### src/rtl/wb_regfile_pkg.sv
// wb_regfile_pkg: shared widths and write-back select encoding
package wb_regfile_pkg;
  localparam int DATA_W_DEF = 32;
  localparam int ADDR_W_DEF = 4;
  typedef enum logic [1:0] {
    WB_NONE   = 2'b00,
    WB_RESULT = 2'b01,
    WB_LINK   = 2'b10,
    WB_RSVD   = 2'b11
  } wb_sel_e;
endpackage

### src/rtl/wb_regfile_regfile_16x32.sv
// regfile_16x32: register storage with one write port and two raw async read ports
module regfile_16x32
  import wb_regfile_pkg::*;
#(
  parameter int DATA_W = DATA_W_DEF,
  parameter int ADDR_W = ADDR_W_DEF
) (
  input  logic              clk,
  input  logic              rst_n,
  input  logic              we,
  input  logic [ADDR_W-1:0] waddr,
  input  logic [DATA_W-1:0] wdata,
  input  logic [ADDR_W-1:0] raddr_a,
  input  logic [ADDR_W-1:0] raddr_b,
  output logic [DATA_W-1:0] rdata_a,
  output logic [DATA_W-1:0] rdata_b
);
  localparam int NREG = 1 << ADDR_W;
  logic [NREG-1:0][DATA_W-1:0] mem_q, mem_d;
  always_comb begin
    mem_d = mem_q;
    if (we) mem_d[waddr] = wdata;
  end
  always_ff @(posedge clk) begin
    if (!rst_n) mem_q <= '0;
    else mem_q <= mem_d;
  end
  assign rdata_a = mem_q[raddr_a];
  assign rdata_b = mem_q[raddr_b];
endmodule

### src/rtl/wb_regfile.sv
// wb_regfile: write-back select, register commit with bypass, retire counter, illegal-select flag
module wb_regfile
  import wb_regfile_pkg::*;
#(
  parameter int DATA_W = DATA_W_DEF,
  parameter int ADDR_W = ADDR_W_DEF
) (
  input  logic              clk,
  input  logic              rst_n,
  input  logic [1:0]        regs_bank_in,
  input  logic [DATA_W-1:0] mux2_in,
  input  logic [DATA_W-1:0] pc_in,
  input  logic [ADDR_W-1:0] regC_adress_in,
  input  logic              write_inst_in,
  input  logic [ADDR_W-1:0] regA_adress,
  input  logic [ADDR_W-1:0] regB_adress,
  output logic [DATA_W-1:0] regA_data,
  output logic [DATA_W-1:0] regB_data,
  output logic              wb_valid,
  output logic [ADDR_W-1:0] wb_adress,
  output logic [31:0]       retired_count,
  output logic              illegal_bank
);
  wb_sel_e sel;
  logic we;
  logic [DATA_W-1:0] wdata, raw_a, raw_b;
  logic [31:0] retired_q, retired_d;
  logic illegal_q, illegal_d, wb_valid_q, wb_valid_d;
  logic [ADDR_W-1:0] wb_adress_q, wb_adress_d;
  assign sel = wb_sel_e'(regs_bank_in);
  regfile_16x32 #(.DATA_W(DATA_W), .ADDR_W(ADDR_W)) u_rf (
    .clk(clk), .rst_n(rst_n), .we(we), .waddr(regC_adress_in), .wdata(wdata),
    .raddr_a(regA_adress), .raddr_b(regB_adress), .rdata_a(raw_a), .rdata_b(raw_b)
  );
  // reads are forced to zero while reset is held so decode never sees stale state
  always_comb begin
    wdata = (sel == WB_LINK) ? pc_in : mux2_in;
    we = write_inst_in && (sel == WB_RESULT || sel == WB_LINK) && (regC_adress_in != '0);
    regA_data = (!rst_n || regA_adress == '0) ? '0 :
                (we && regA_adress == regC_adress_in) ? wdata : raw_a;
    regB_data = (!rst_n || regB_adress == '0) ? '0 :
                (we && regB_adress == regC_adress_in) ? wdata : raw_b;
    retired_d = retired_q + 32'(write_inst_in);
    illegal_d = illegal_q | (write_inst_in && sel == WB_RSVD);
    wb_valid_d = we;
    wb_adress_d = regC_adress_in;
  end
  always_ff @(posedge clk) begin
    if (!rst_n) begin
      retired_q   <= '0;
      illegal_q   <= 1'b0;
      wb_valid_q  <= 1'b0;
      wb_adress_q <= '0;
    end else begin
      retired_q   <= retired_d;
      illegal_q   <= illegal_d;
      wb_valid_q  <= wb_valid_d;
      wb_adress_q <= wb_adress_d;
    end
  end
  assign retired_count = retired_q;
  assign illegal_bank = illegal_q;
  assign wb_valid = wb_valid_q;
  assign wb_adress = wb_adress_q;
endmodule

### config.mk
export PLATFORM = sky130hd
export DESIGN_NAME = wb_regfile
export DESIGN_NICKNAME = d
export VERILOG_FILES = /design/src/rtl/wb_regfile_pkg.sv /design/src/rtl/wb_regfile_regfile_16x32.sv /design/src/rtl/wb_regfile.sv
export SDC_FILE = /design/constraint.sdc
export NUM_CORES = 2
export LEC_CHECK = 0
export CAP_MARGIN = 20
export CORE_UTILIZATION = 54
export DETAILED_ROUTE_END_ITERATION = 6
export HOLD_SLACK_MARGIN = 0.03
export PLACE_DENSITY = 0.81
export SYNTH_ARGS = -nofsm -noshare
export SYNTH_HDL_FRONTEND = slang
export SYNTH_SLANG_ARGS = --single-unit
### constraint.sdc
create_clock -name clk -period 2.3 [get_ports clk]
set_input_delay 0.46 -clock clk [delete_from_list [all_inputs] [get_ports clk]]
set_output_delay 0.46 -clock clk [all_outputs]
set_load 0.005 [all_outputs]
==> results_dict.tcl <==
set metrics [dict create \
    cts_tree "yes" \
    r2r-end "retired_count[20]$_SDFF_PN0_" \
    hold_class "input pin to flop" \
    cp-startpoint "u_rf.mem_q[430]$_SDFFE_PN0P_" \
    grt_max_degree 219 \
    rows 83 \
    drtPass1Iterations 7 \
    synth_cell_types 41 \
    wl_per_cell_um 32.6 \
    failed_checks "design-rule violations, negative setup slack" \
    timing.final.crit_share 1.49 \
    clk_path_buf_depth 3 \
    syn_to_final_growth_pct 29.5 \
    max_freq_ghz 0.292 \
    die_w_um 230 \
    finalSetupViolCount 68 \
    fp.dieH_um 230 \
    worst_slew_pin_slew_ns 1.23 \
    yosysWarnings 0 \
    slew_headroom 0.178 \
    grtUsageMet1 0.459 \
    coreArea_um2 51300 \
    synth_edf_count 0 \
    grt_remaining_overflow 0 \
    groute.usage.overall 0.392 \
    fin_util 0.709 \
    hold_viol 0 \
    clkSinkCount 550 \
    synth_cells 2559 \
    cts-root-buf "clkbuf_16" \
    grt_pass1_vias 26446 \
    drv_slew 0 \
    htree_levels 2 \
    switchingPower_mw 6.07 \
    worstPathArrival_ns 2.97 \
    outcome "finished with violations" \
    cellLeakagePower_nw 12.4 \
    placed_area_um2 32600 \
    hold_depth 2 \
    synthMostInstantiatedCell "dfxtp_1" \
    seq_power_share 0.422 \
    start_util 0.547 \
    grt_first_pass_wirelength_um 159000 \
    drt_iter0_drc 4789 \
    cp_max_fo 3 \
    clkTransAtPathRegs_ns 0.07 \
    clkLatencyLatePin_ns 0.64 \
    layout.cells.non_filler 3577 \
    fin_skew_ns 0.00430 \
    ir_drop_uv 635 \
    period_minus_slack_ns 3.43 \
    n_fill_cell 2940 \
    placed_cells 3398 \
    die-area_um2 52900 \
    hp-start "regC_adress_in[1]" \
    hold_end "wb_adress[1]$_SDFF_PN0_" \
    antenna_found_initial 6 \
    synth_nets 2645 \
    num_vias 27117 \
    path_class "flop to output pin" \
    ios 183 \
    end_kind "output pin" \
    total_power_mw 23.2 \
    postCtsHoldBufs 0 \
    gp_congestion 0.943 \
    synth_top_area_cell "dfxtp_1" \
    finalWirelength_um 117000 \
    yosys-top-cells-area "dfxtp_1 (39%), mux4_2 (21%), a211oi_1 (11%)" \
    synth_seq_cells 550 \
    drc 3 \
    syn_avg_cell_area_um2 11.0 \
    synth-main-ff-cell "dfxtp_1" \
    fin_nets 2936 \
    crit_required_ns 1.84 \
    ant_nets 0 \
    ys_top_cells_by_count "dfxtp_1 (550), nor2_1 (497), a211oi_1 (424)" \
    share_comb_of_total_power 0.130 \
    fin_ws_ns -1.13 \
    finalSetupTns_ns -31.37 \
    hpwl_um 58200 \
    sw_frac_of_total 0.262 \
    grt_util_met3 0.141 \
    holdWs_ns 0.124 \
    reg2reg_depth 7 \
    pwr_density_cell_nw_per_um2 637 \
    cap_viol_max_count 0 \
    grt_setup_unrepaired "yes" \
    grt_use_met2 0.593 \
    start_kind "flop" \
    clkPwrFrac 0.448 \
    syn-cell-area_um2 28100 \
    internal_power_mw 17.1 \
    vias_per_cell 7.58 \
    port_buffers 182 \
    ys_async_sr_fraction 0 \
    yosysSeqAreaShare 0.392 \
    synth_top_area_share 0.392 \
    regToRegStartpoint "retired_count[0]$_SDFF_PN0_" \
    place_worst_setup_slack_ns -1.17 \
    grt_most_used_layer "met2" \
    numCtsBuffers 56 \
    reg2reg_slack_ns 0.30 \
    layout-drive-gt1-share 0.366 \
    final_area_um2 36400 \
]
## placed cells by master, fill, tap and decap left out, types with 12 or more instances in the layout
cell	instances
a211oi_1	424
a211oi_2	56
a21oi_1	17
and2_1	42
buf_12	90
buf_16	12
buf_2	60
buf_4	199
buf_6	46
clkbuf_16	58
clkbuf_8	15
clkdlybuf4s50_1	102
dfxtp_1	530
dfxtp_2	20
mux2_2	37
mux2_4	27
mux2i_1	119
mux2i_2	40
mux4_2	256
nor2_1	495
o22ai_2	40
o22ai_4	24
## state kept, by name (all words and copies together) (netlist names)
signal	count
retired_count	32
wb_adress	4
illegal_bank	1
wb_valid	1
u_rf.mem_q	512
## how the worst max path moves through the flow
stage | end | depth (start not counted)
after CTS | regA_data[14] | 14
after detailed placement | regB_data[12] | 8
after global routing | regB_data[1] | 7
final | regA_data[14] | 5
after floorplan | regB_data[10] | 7
after global placement | regB_data[19] | 8
## power by group through the flow
stage               sequential [mW]  clock (mW)  combinational, mW
finish                         9.78        10.4               3.00
global route                   9.78        10.7               3.05
CTS                            9.75        10.2               2.68
detailed placement             9.96           0               2.39
global placement               9.94           0               2.34
floorplan                      9.93           0               1.41
## worst max-delay path, stage by stage (launching register included)
cell and delay [ns]:
dfxtp_2 0.34, mux4_2 0.60, mux2i_1 0.73, mux2_4 0.39, o22ai_4 0.10, buf_2 0.14
## area by class of cell
type / count / area (um2) / share of cell area
antenna: 1 / 2.50 / 0.0000688
clock buffer: 77 / 1650 / 0.0454
clock inverter: 27 / 403 / 0.0111
inverter: 5 / 28.8 / 0.000792
multi-input combinational: 1712 / 16700 / 0.459
sequential: 550 / 11000 / 0.304
tap: 680 / 851 / 0.0234
timing repair buffer: 525 / 5690 / 0.156
## logic make-up (layout without fill, tap and decap cells)
logic type	after synthesis	in the layout	synth area share
buffers and inverters	297	634	0.0525
other	0	1	0
AND/OR/NAND/NOR	626	626	0.0982
multiplexers	482	482	0.289
adder cells (fa/ha/maj)	5	5	0.00223
flip-flops	550	550	0.392
AO/OA/AOI/OAI	579	579	0.160
XOR/XNOR	20	20	0.00624
## per-layer routing
layer / vias up / part of all wire
li1: 10359 / -
met1: 12785 / 0.32
met2: 2948 / 0.43
met3: 1019 / 0.16
met4: 6 / 0.092
met5: - / 0.00064
## what timing repair did
action	in CTS	in global routing
endpoints found under the setup margin	64	66
setup buffers	57	17
gates resized for setup	460	92
pin swaps	44	24
cloned	11	1
Note: power is estimated with default switching activity, not from simulation.
